==> src/rtl/muldiv_ctrl.sv <==
// muldiv_ctrl: EX-stage multiply/divide sequencer.
// Handles MULT/MULTU with iterative radix-2 shift-add and DIV/DIVU with
// restoring division. Operand magnitudes are latched at accept, and the
// sign is fixed up on entry to DONE. The 64-bit {HI,LO} result is held
// until the next completion.
// Optional build macro: MULDIV_FAST_MUL_EN selects a single registered
// multiply, so MUL takes one cycle instead of WIDTH cycles.
module muldiv_ctrl #(
  parameter int unsigned WIDTH = 32
) (
  input  logic                 clk,
  input  logic                 rst,
  input  logic                 start,
  input  logic [1:0]           op,
  input  logic [WIDTH-1:0]     a,
  input  logic [WIDTH-1:0]     b,
  input  logic                 exceptionD,
  input  logic                 flush,
  output logic                 stall,
  output logic                 done,
  output logic [2*WIDTH-1:0]   hilo
);

  localparam logic [1:0] S_IDLE = 2'd0;
  localparam logic [1:0] S_MUL  = 2'd1;
  localparam logic [1:0] S_DIV  = 2'd2;
  localparam logic [1:0] S_DONE = 2'd3;

  localparam logic [5:0] LAST = 6'(WIDTH - 1);

  logic [1:0]           state_q, state_d;
  logic [5:0]           cnt_q, cnt_d;
  logic                 sgn_q, sgn_d;      // signed op
  logic                 sa_q, sa_d;        // sign of a (signed ops only)
  logic                 sb_q, sb_d;        // sign of b (signed ops only)
  logic [WIDTH-1:0]     opnd_q, opnd_d;    // multiplicand or divisor magnitude
  logic [2*WIDTH-1:0]   work_q, work_d;    // {acc,multiplier} or {rem,quotient}
  logic [2*WIDTH-1:0]   hilo_q, hilo_d;

  logic                 accept;
  logic                 is_signed;
  logic [WIDTH-1:0]     mag_a, mag_b;

  logic [WIDTH:0]       div_rem;
  logic [WIDTH:0]       div_diff;
  logic                 div_ok;
  logic [2*WIDTH-1:0]   div_next;
  logic [WIDTH-1:0]     fix_quo, fix_rem;

`ifdef MULDIV_FAST_MUL_EN
  logic                 ext_a, ext_b;
  logic [2*WIDTH-1:0]   fast_prod;
`else
  logic [WIDTH:0]       mul_sum;
  logic [2*WIDTH-1:0]   mul_next;
  logic [2*WIDTH-1:0]   fix_prod;
`endif

  // Operand conditioning, accept decision and one datapath iteration.
  always_comb begin
    accept    = (state_q == S_IDLE) & start & ~exceptionD & ~flush;
    is_signed = ~op[0];
    mag_a     = (is_signed & a[WIDTH-1]) ? -a : a;
    mag_b     = (is_signed & b[WIDTH-1]) ? -b : b;

    // Restoring divide step: shift in the next dividend bit, trial subtract.
    div_rem  = {work_q[2*WIDTH-1:WIDTH], work_q[WIDTH-1]};
    div_diff = div_rem - {1'b0, opnd_q};
    div_ok   = ~div_diff[WIDTH];
    div_next = {(div_ok ? div_diff[WIDTH-1:0] : div_rem[WIDTH-1:0]),
                work_q[WIDTH-2:0], div_ok};
    fix_quo  = (sgn_q & (sa_q ^ sb_q)) ? -div_next[WIDTH-1:0] : div_next[WIDTH-1:0];
    fix_rem  = (sgn_q & sa_q) ? -div_next[2*WIDTH-1:WIDTH] : div_next[2*WIDTH-1:WIDTH];

`ifdef MULDIV_FAST_MUL_EN
    ext_a     = is_signed & a[WIDTH-1];
    ext_b     = is_signed & b[WIDTH-1];
    // Sign-extended operands, truncated to 2*WIDTH, give the signed product.
    fast_prod = {{WIDTH{ext_a}}, a} * {{WIDTH{ext_b}}, b};
`else
    // Shift-add step: add multiplicand on LSB of multiplier, shift right.
    mul_sum  = {1'b0, work_q[2*WIDTH-1:WIDTH]} +
               {1'b0, (work_q[0] ? opnd_q : {WIDTH{1'b0}})};
    mul_next = {mul_sum, work_q[WIDTH-1:1]};
    fix_prod = (sgn_q & (sa_q ^ sb_q)) ? -mul_next : mul_next;
`endif
  end

  // Next-state logic. Flush wins over every non-reset transition.
  always_comb begin
    state_d = state_q;
    cnt_d   = cnt_q;
    sgn_d   = sgn_q;
    sa_d    = sa_q;
    sb_d    = sb_q;
    opnd_d  = opnd_q;
    work_d  = work_q;
    hilo_d  = hilo_q;

    if (flush) begin
      state_d = S_IDLE;
    end else begin
      case (state_q)
        S_IDLE: begin
          if (accept) begin
            sgn_d = is_signed;
            sa_d  = is_signed & a[WIDTH-1];
            sb_d  = is_signed & b[WIDTH-1];
            cnt_d = '0;
            if (op[1]) begin
              if (b == '0) begin
                state_d = S_DONE;
                hilo_d  = {a, {WIDTH{1'b1}}};
              end else begin
                state_d = S_DIV;
                work_d  = {{WIDTH{1'b0}}, mag_a};
                opnd_d  = mag_b;
              end
            end else begin
              state_d = S_MUL;
`ifdef MULDIV_FAST_MUL_EN
              work_d  = fast_prod;
`else
              work_d  = {{WIDTH{1'b0}}, mag_b};
              opnd_d  = mag_a;
`endif
            end
          end
        end
        S_MUL: begin
`ifdef MULDIV_FAST_MUL_EN
          state_d = S_DONE;
          hilo_d  = work_q;
`else
          work_d = mul_next;
          cnt_d  = cnt_q + 6'd1;
          if (cnt_q == LAST) begin
            state_d = S_DONE;
            hilo_d  = fix_prod;
          end
`endif
        end
        S_DIV: begin
          work_d = div_next;
          cnt_d  = cnt_q + 6'd1;
          if (cnt_q == LAST) begin
            state_d = S_DONE;
            hilo_d  = {fix_rem, fix_quo};
          end
        end
        default: begin
          // DONE: the resident instruction's start is ignored here.
          state_d = S_IDLE;
        end
      endcase
    end
  end

  // State registers with synchronous reset.
  always_ff @(posedge clk) begin
    if (rst) begin
      state_q <= S_IDLE;
      cnt_q   <= '0;
      sgn_q   <= 1'b0;
      sa_q    <= 1'b0;
      sb_q    <= 1'b0;
      opnd_q  <= '0;
      work_q  <= '0;
      hilo_q  <= '0;
    end else begin
      state_q <= state_d;
      cnt_q   <= cnt_d;
      sgn_q   <= sgn_d;
      sa_q    <= sa_d;
      sb_q    <= sb_d;
      opnd_q  <= opnd_d;
      work_q  <= work_d;
      hilo_q  <= hilo_d;
    end
  end

  // Outputs: stall covers the accept cycle and all iterating cycles.
  always_comb begin
    stall = ~flush & (accept | (state_q == S_MUL) | (state_q == S_DIV));
    done  = ~flush & (state_q == S_DONE);
    hilo  = hilo_q;
  end

endmodule
==> config.mk <==
export PLATFORM = sky130hd
export DESIGN_NAME = muldiv_ctrl
export DESIGN_NICKNAME = d
export VERILOG_FILES = /design/src/rtl/muldiv_ctrl.sv
export SDC_FILE = /design/constraint.sdc
export NUM_CORES = 1
export LEC_CHECK = 0
export BUFFER_PORTS_ARGS = -buffer_cell sky130_fd_sc_hd__buf_2
export CORE_ASPECT_RATIO = 0.6
export CORE_MARGIN = 2
export CORE_UTILIZATION = 38
export DETAILED_ROUTE_END_ITERATION = 8
export PLACE_DENSITY = 0.55
export RECOVER_POWER = 50
export SYNTH_ARGS = -nofsm -noshare
export SYNTH_HDL_FRONTEND = slang
export SYNTH_SLANG_ARGS = --single-unit
==> constraint.sdc <==
create_clock -name clk -period 5.6 [get_ports clk]
set_input_delay 0.56 -clock clk [delete_from_list [all_inputs] [get_ports clk]]
set_output_delay 0.56 -clock clk [all_outputs]
set_load 0.02 [all_outputs]
### After elaboration in Yosys (flattened, before gate mapping)

Cells that the tools add are included.

| word-level totals | value |
|---|---|
| output and inout bits | 66 |
| flip-flop bits (word level) | 171 |
| input bits | 71 |

| operators by class | value |
|---|---|
| bitwise gates (word level) | 16 |
| multiplexer cells | 26 |
| add/sub/neg operators | 8 |
| reduce and logical (&&, ||, !) cells | 12 |
| equal/unequal tests | 12 |

Operators with widths:

| cell | number |
|---|---|
| 64-bit 2-to-1 mux | 9 |
| 64-bit one-hot mux with 3 select lines | 2 |
| 32-bit 2-to-1 mux | 8 |
| 32-bit negation | 4 |
| 64-bit negation | 1 |
| 32-bit by 32-bit adder with 33-bit output | 1 |
| 33-bit by 32-bit subtractor with 33-bit output | 1 |
| 32-bit logical NOT | 1 |
| 6-bit one-hot mux with 2 select lines | 1 |
| 2-bit inequality test, second input constant | 5 |
| 1-bit bitwise AND | 9 |
| 4-bit AND reduction | 2 |
| 7-bit AND reduction | 1 |
| 6-bit by 1-bit adder with 6-bit output, second input constant | 1 |
| 6-bit by 5-bit == test with 1-bit output, second input constant | 1 |
| 2-bit 2-to-1 mux | 3 |
| 6-bit 2-to-1 mux | 1 |
| 3-bit AND reduction | 2 |
| 2-bit == test, second input constant | 2 |
| 2-bit by 1-bit inequality test with 1-bit output, second input constant | 2 |
| 1-bit inverter | 4 |
| 2-bit one-hot mux with 2 select lines | 1 |
| 2-bit OR reduction | 2 |
| 3-bit inequality test, second input constant | 1 |
| 8 further kinds | 9 |

### Longest topological paths before layout

Gate-level depths: netlist of the first run.

| logic depth | value |
|---|---|
| word-level depth | 7 |
| mapped depth | 24 |
| gate-level depth less buffers | 22 |

### Worst setup path before layout of the first run

No wires, ideal clock.

| timing | value |
|---|---|
| path type | register to register |
| start point | reg work_q[31] |
| end point | reg hilo_q[56], in the netlist hilo[56] |
| data required time | 5.483 ns |
| cell stages (with the launch flop) | 23 |
| path slack | 1.012 ns |
| library setup time | 0.117 ns |
| arrival time | 4.471 ns |
| period minus slack after synthesis | 4.588 ns |
| path through | dfxtp_1 > inv_1 > ha_1 > inv_1 > fa_1 > a211oi_1 > o211ai_1 > nand3_1 > a21oi_1 > o21ai_1 > and2_4 > buf_2 > buf_4 > buf_2 > mux2i_1 > ha_1 > and2_1 > a41o_1 > and2_1 > nand2_1 > a221oi_1 > o211ai_1 > a32o_1 |

| on the way | value |
|---|---|
| cells in the longest elaborated chain, start to end | 6 |
| elaborated cells between the ends (all ways) | 9 |
| those cells by class | add/sub (3); mux (6) |

Ends and longest elaborated chain:

| what | line | source |
|---|---|---|
| start: declaration | 37 | `logic [2*WIDTH-1:0] work_q, work_d;` |
| start signal: assignment | 177 | `work_q <= work_d;` |
| 33-bit by 32-bit subtractor with 33-bit output | 68 | `div_diff = div_rem - {1'b0, opnd_q};` |
| 32-bit 2-to-1 mux | 70 | `div_next = {(div_ok ? div_diff[WIDTH-1:0] : div_rem[WIDTH-1:0]),` |
| 32-bit negation | 73 | `fix_rem = (sgn_q & sa_q) ? -div_next[2*WIDTH-1:WIDTH] : div_next[2*WIDTH-1:WIDTH];` |
| 32-bit 2-to-1 mux | 73 |  |
| 64-bit 2-to-1 mux | 146 | `if (cnt_q == LAST) begin` |
| 64-bit one-hot mux with 3 select lines (*) | 103 | `case (state_q)` |
| end signal: assignment | 178 | `hilo_q <= hilo_d;` |
| end: declaration | 38 | `logic [2*WIDTH-1:0] hilo_q, hilo_d;` |

Every way passes the cells marked *; elsewhere a longest branch is shown, timed or not. The select of a mux whose other input is x is not followed.
A chain may end at the register's enable or synchronous reset.

### Worst setup path in the final report of the first run

| timing | value |
|---|---|
| start point | reg opnd_q[19] |
| end point | reg hilo_q[56], in the netlist hilo[56] |

| on the way | value |
|---|---|
| cells in the longest elaborated chain, start to end | 6 |
| elaborated cells between the ends (all ways) | 11 |
| those cells by class | add/sub (4); mux (7) |

Ends and longest elaborated chain:

| what | line | source |
|---|---|---|
| start: declaration | 36 | `logic [WIDTH-1:0] opnd_q, opnd_d;` |
| start signal: assignment | 176 | `opnd_q <= opnd_d;` |
| 32-bit 2-to-1 mux or 33-bit by 32-bit subtractor with 33-bit output (tied branches) | 83, 68 |  |
| 32-bit by 32-bit adder with 33-bit output or 32-bit 2-to-1 mux (tied branches) | 82, 70 |  |
| 64-bit negation or 32-bit negation (tied branches) | 85, 73 |  |
| 64-bit 2-to-1 mux or 32-bit 2-to-1 mux (tied branches) | 85, 73 |  |
| 64-bit 2-to-1 mux (on tied branches) | 137, 146 |  |
| 64-bit one-hot mux with 3 select lines (*) | 103 |  |

Marked as above.

==> impl_metrics.json, run 1 <==
{
  "post_cts_buffers": 0,
  "crit_path_end_kind": "flip-flop",
  "synth_area_leaders": "dfxtp_1, nor2_1, a21oi_1",
  "fmax_ghz": 0.191,
  "tightest_slew_ps": 2930,
  "grt_max_degree": 114,
  "cts-root-buf": "clkbuf_16",
  "drc": 0,
  "worst-path-buf-inv": 2,
  "crit_chain": "inv_1 > ha_1 > a21oi_1 > o21ai_1 > a221oi_2 > o221ai_1 > or3_1 > and2_4 > inv_2 > nor2_1 > a21oi_1 > ha_2 > nand3_1 > a21oi_1 > a41o_1 > and2_1 > nand2_1 > a221oi_1 > o211ai_1 > a32o_1",
  "violations": "max-capacitance violations, max-slew violations",
  "yosys_register_bits": 171,
  "grt_setup_unrepaired": "false",
  "ir_worst_vdd_mv": 0.232,
  "insertion_delay_ps": 470,
  "synth_cells": 2483,
  "cp.arrival_ps": 5590,
  "synth_edf_count": 0,
  "async_flop_share_pct": 0,
  "startpoint_type": "flip-flop",
  "netlist_area_um2": 17400,
  "start_util_pct": 38.7,
  "synth_top_area_share_pct": 19.7,
  "h-tree-depth": 4,
  "antenna_found_initial": 5,
  "drt_iter0_markers": 3046,
  "die_w_um": 280,
  "via_count": 19800,
  "p_per_area_nw_per_um2": 200,
  "slew_violations": 203,
  "die_area_um2": 47600,
  "instances_no_fill": 3112,
  "grt_pass1_wl_mm": 116,
  "finalCritPeriodShare_pct": 93.6,
  "num_rows": 60,
  "finalCriticalPeriod_ps": 5240,
  "relSlewSlack_pct": -95.3,
  "critical-path-top-cell-by-count": "a21oi_1",
  "place_area_um2": 18600,
  "dp_cells": 3079,
  "critPathTopFamily": "compound AO/OA/AOI/OAI gates",
  "clock_sinks": 171,
  "first_pass_iters": 8,
  "critPathKind": "flip-flop to flip-flop",
  "nets": 2657,
  "outcome": "finished, violations left",
  "routedWlPerCell_um": 25.3,
  "drive_above_1_share_pct": 8.84,
  "postRouteAntennaNets": 0,
  "cp_slowest_cell": "or3_1",
  "final_common_cell": "nor2_1",
  "worstPathRequired_ps": 5950,
  "timing.final.hold_violations": 0,
  "p_leak_nw": 7.48,
  "cts_buffers": 17,
  "cts_buffer_depth": 2,
  "ys_types": 94,
  "fp.coreArea_um2": 45000,
  "hpwl_mm": 61.5,
  "tritoncts": "yes",
  "grt_pass1_vias": 17500,
  "min_path_type": "input port to flip-flop",
  "grt.total_usage_pct": 32.3,
  "maxCapViolations": 4,
  "fin_area_um2": 19100,
  "ys.flop_type": "dfxtp_1",
  "synth_seq_area_share_pct": 19.7,
  "skew_ps": 15.0,
  "layout_setup_ws_ps": 360,
  "drt-total-wl_mm": 78.9,
  "vias_per_cell": 6.35,
  "clkTransAtPathRegs_ps": 80,
  "io_pins": 137,
  "die_height_um": 170,
  "gr-total-overflow": 0,
  "cts_hold_buf": 0,
  "place.gp.congestion": 0.991,
  "syn_nets": 2631,
  "areaGrowthSynthToFinish_pct": 9.64,
  "synth_area_leader_cell": "dfxtp_1",
  "timing.hold.ws_ps": 362,
  "final_cell_mix": "nor2_1, nand2_1, a21oi_1, dfxtp_1, xor2_1",
  "setup_violations": 0,
  "max_stage_delay_ps": 560,
  "tns_ps": 0,
  "syn-mean-instance-area_um2": 7.01,
  "crit_path_max_fanout": 12,
  "dpl_worst_slack_ps": 446,
  "yosys_warnings": 0,
  "io_buffer_count": 136
}
[worst register-to-register path: stages, from the launching register on]
cell and delay [ps]:
dfxtp_1 340, inv_1 70, ha_1 390, a21oi_1 280, o21ai_1 180, a221oi_2 350
o221ai_1 350, or3_1 560, and2_4 270, inv_2 200, nor2_1 60, a21oi_1 180
ha_2 310, nand3_1 100, a21oi_1 150, a41o_1 220, and2_1 230, nand2_1 180
a221oi_1 320, o211ai_1 160, a32o_1 230
[worst paths after layout]
check,from,end,slack (ps),cells past startpoint
setup / recovery,opnd_q[19],hilo[56],360,20
hold / removal,flush,state_q[0],360,2
hold reg to reg,hilo[1],hilo[1],460,2
setup reg to reg,opnd_q[19],hilo[56],360,20
[final cells by class]
| cell class | count | area [um^2] |
|---|---|---|
| diodes | 1 | 2.50 |
| inverters | 76 | 285 |
| multi-input cells | 2045 | 13000 |
| repair buffers | 198 | 1070 |
| well taps | 589 | 737 |
| flip-flops and latches | 171 | 3420 |
| fillers | 4759 | 25900 |
| clock inverters | 13 | 133 |
| clock buffers | 19 | 433 |
[power by group]
part	internal [W]	leakage [nW]	switching, W
sequential	0.00124	1.38	0.0000423
combinational	0.000414	5.83	0.000881
clock	0.000626	0.269	0.000619
[sequential cells by signal (all words and copies together) (netlist names)]
name	cells
cnt_q	6
hilo	64
opnd_q	32
sa_q	1
sb_q	1
sgn_q	1
state_q	2
work_q	64
[Yosys cell counts, types with 19 or more instances]
cell type,count
clkbuf_1,162
a211oi_1,68
a21o_1,29
o31ai_1,19
nand3_1,37
nand4_1,20
ha_1,75
xor2_1,118
a311oi_1,23
a22oi_1,34
mux2i_1,47
xnor2_1,105
nand2_1,230
a221oi_1,43
or3_1,23
dfxtp_1,171
nor3_1,72
nor2_1,363
o211ai_1,37
and2_1,24
a31oi_1,28
o21ai_0,111
a21oi_1,229
nor4_1,32
inv_1,73
[metrics by stage]
step           power [W]  utilization, %
2_1_floorplan    0.00210               -
3_3_place_gp     0.00254            41.4
3_5_place_dp     0.00255            41.4
4_1_cts          0.00378            42.6
5_1_grt          0.00395            42.4
6_report         0.00382            42.4
[layer usage]
| layer | part of all wire [%] | vias up | wire length, um | global-route usage [%] |
|---|---|---|---|---|
| met3 | 12 | 86 | 9510 | 6.55 |
| met2 | 37 | 1160 | 29300 | 41.9 |
| met1 | 49 | 9467 | 38600 | 52.1 |
| li1 | - | 9056 | - | - |
| met5 | 0.034 | - | 27 | 0 |
| met4 | 1.9 | 4 | 1510 | 7.39 |
[timing repair]
item | CTS | global route
hold endpoints to repair | 0 | 0
gates resized for setup | 0 | 3
endpoints found under the setup margin | 0 | 3
[cell families after synthesis]
group	share of synthesized area [%]
xor gates and xnor gates	11.2
AOI/OAI and AO/OA	30.0
buffers and inverters	5.92
and+or+nand+nor	24.2
muxes	3.41
adders and majority gates	5.62
DFF	19.7
Power figures use the tool's default switching activity.
==> run 2: changes to the inputs <==
- CORE_MARGIN: 2 -> default
==> run 2 against run 1 <==
Effect of this change:
- the run still ends with max-capacitance violations, max-slew violations left
- utilization is essentially flat
- flip-flop and latch count is the same
- total power grew 0.48%
- via count increased by 0.18%
- critical endpoint is now hilo[46]
- highest routed layer unchanged
==> impl_metrics.json, run 2 (same netlist as run 1, synthesis figures left out) <==
{
  "startpoint_type": "flip-flop",
  "p_per_area_nw_per_um2": 201,
  "post_cts_buffers": 0,
  "via_count": 19800,
  "crit_path_max_fanout": 8,
  "worstPathRequired_ps": 5910,
  "gr-total-overflow": 0,
  "dpl_worst_slack_ps": 356,
  "place.gp.congestion": 0.975,
  "layout_setup_ws_ps": 73.2,
  "hpwl_mm": 61.7,
  "drc": 0,
  "tritoncts": "yes",
  "violations": "max-capacitance violations, max-slew violations",
  "maxCapViolations": 2,
  "vias_per_cell": 6.37,
  "instances_no_fill": 3110,
  "grt_max_degree": 97,
  "drt-total-wl_mm": 79.5,
  "antenna_found_initial": 5,
  "num_rows": 60,
  "grt_pass1_wl_mm": 117,
  "die_height_um": 168,
  "areaGrowthSynthToFinish_pct": 9.57,
  "register_area_um2": 3420,
  "clkTransAtPathRegs_ps": 70,
  "ir_worst_vdd_mv": 0.237,
  "cts_buffers": 17,
  "routedWlPerCell_um": 25.6,
  "drt_iter0_markers": 2681,
  "critPathKind": "flip-flop to flip-flop",
  "fmax_ghz": 0.181,
  "insertion_delay_ps": 470,
  "crit_path_end_kind": "flip-flop",
  "grt_pass1_vias": 17800,
  "cp.arrival_ps": 5840,
  "p_leak_nw": 7.47,
  "postLayoutCoreUtil_pct": 42.4,
  "io_buffer_count": 136,
  "postRouteAntennaNets": 0,
  "setup_violations": 0,
  "dp_cells": 3076,
  "first_pass_iters": 6,
  "grt_setup_unrepaired": "false",
  "finalCritPeriodShare_pct": 98.7,
  "io_pins": 137,
  "tns_ps": 0,
  "skew_ps": 15.2,
  "rrSetupSlack_ps": 70,
  "start_util_pct": 38.7,
  "final_common_cell": "nor2_1",
  "cts_buffer_depth": 2,
  "final_cell_mix": "nor2_1, nand2_1, a21oi_1, dfxtp_1, xor2_1",
  "timing.final.hold_violations": 0,
  "finalCriticalPeriod_ps": 5530,
  "die_area_um2": 46700,
  "clock_sinks": 171,
  "slew_violations": 93,
  "tightest_slew_ps": 2540,
  "drive_above_1_share_pct": 8.54,
  "nets": 2654,
  "relSlewSlack_pct": -69.2,
  "grt.total_usage_pct": 33.2,
  "num-fill-cells": 4712,
  "die_w_um": 278,
  "cts-root-buf": "clkbuf_16",
  "power.total_w": 0.00384,
  "fp.coreArea_um2": 45000,
  "min_path_type": "input port to flip-flop",
  "multiInputGateArea_um2": 13000,
  "outcome": "finished, violations left",
  "h-tree-depth": 4
}
==> run 2: changes by cell type in the layout (fill, tap and decap cells not counted), moves of 2 or more <==
cell	change
buf_4	-3
clkbuf_1	+2
clkbuf_2	-3
clkbuf_8	+2
clkinv_2	+2
inv_8	-2
==> run 2: path summary, 6_finish.rpt <==
check / from / end / cells past startpoint
worst max-delay path: work_q[1] / hilo[46] / 14
worst min-delay path: flush / state_q[0] / 2
worst max register to register: work_q[1] / hilo[46] / 14
worst min register to register: hilo[32] / hilo[32] / 2
==> run 2: worst max-delay path, stage by stage, from the launching register on <==
cell,delay (ps)
dfxtp_1,310
inv_1,200
ha_1,410
or3b_1,540
or4_1,680
nor3_4,470
and2_1,390
and3_1,510
nand2b_1,410
or2_2,470
o41ai_1,330
xor2_1,180
o221ai_1,170
o211ai_1,200
a21oi_1,100
==> run 2: layer usage <==
layer,track usage (%),vias to the layer above,routed length (um)
li1,-,9049,-
met1,52.0,9516,38500
met2,43.1,1140,29200
met3,9.41,100,10100
met4,7.54,4,1720
met5,0,-,23
==> run 2: metrics by stage <==
stage	area [um^2]	hold slack, ps
after floorplan	17400	448
after global placement	18600	441
after detailed placement	18600	450
after CTS	19200	349
after global routing	19100	373
final	19100	365
==> run 2: repair_timing <==
action / 4_1_cts / 5_1_grt
gates resized for setup: 0 / 2
endpoints found under the setup margin: 0 / 2
hold buffers: 0 / 0
==> run 2: where the power goes <==
part / switching, W / internal (W) / leakage (nW) / total (W)
registers: 0.0000377 / 0.00124 / 1.38 / 0.00128
logic: 0.000900 / 0.000415 / 5.81 / 0.00132
clock network: 0.000605 / 0.000642 / 0.278 / 0.00125
==> run 2: area by class of cell <==
type	count	area share, %
tap	589	3.86
clock inverter	12	0.590
timing repair buffer	195	5.50
multi-input combinational	2045	68.2
clock buffer	20	2.39
sequential	171	18.0
antenna	2	0.0262
inverter	76	1.50
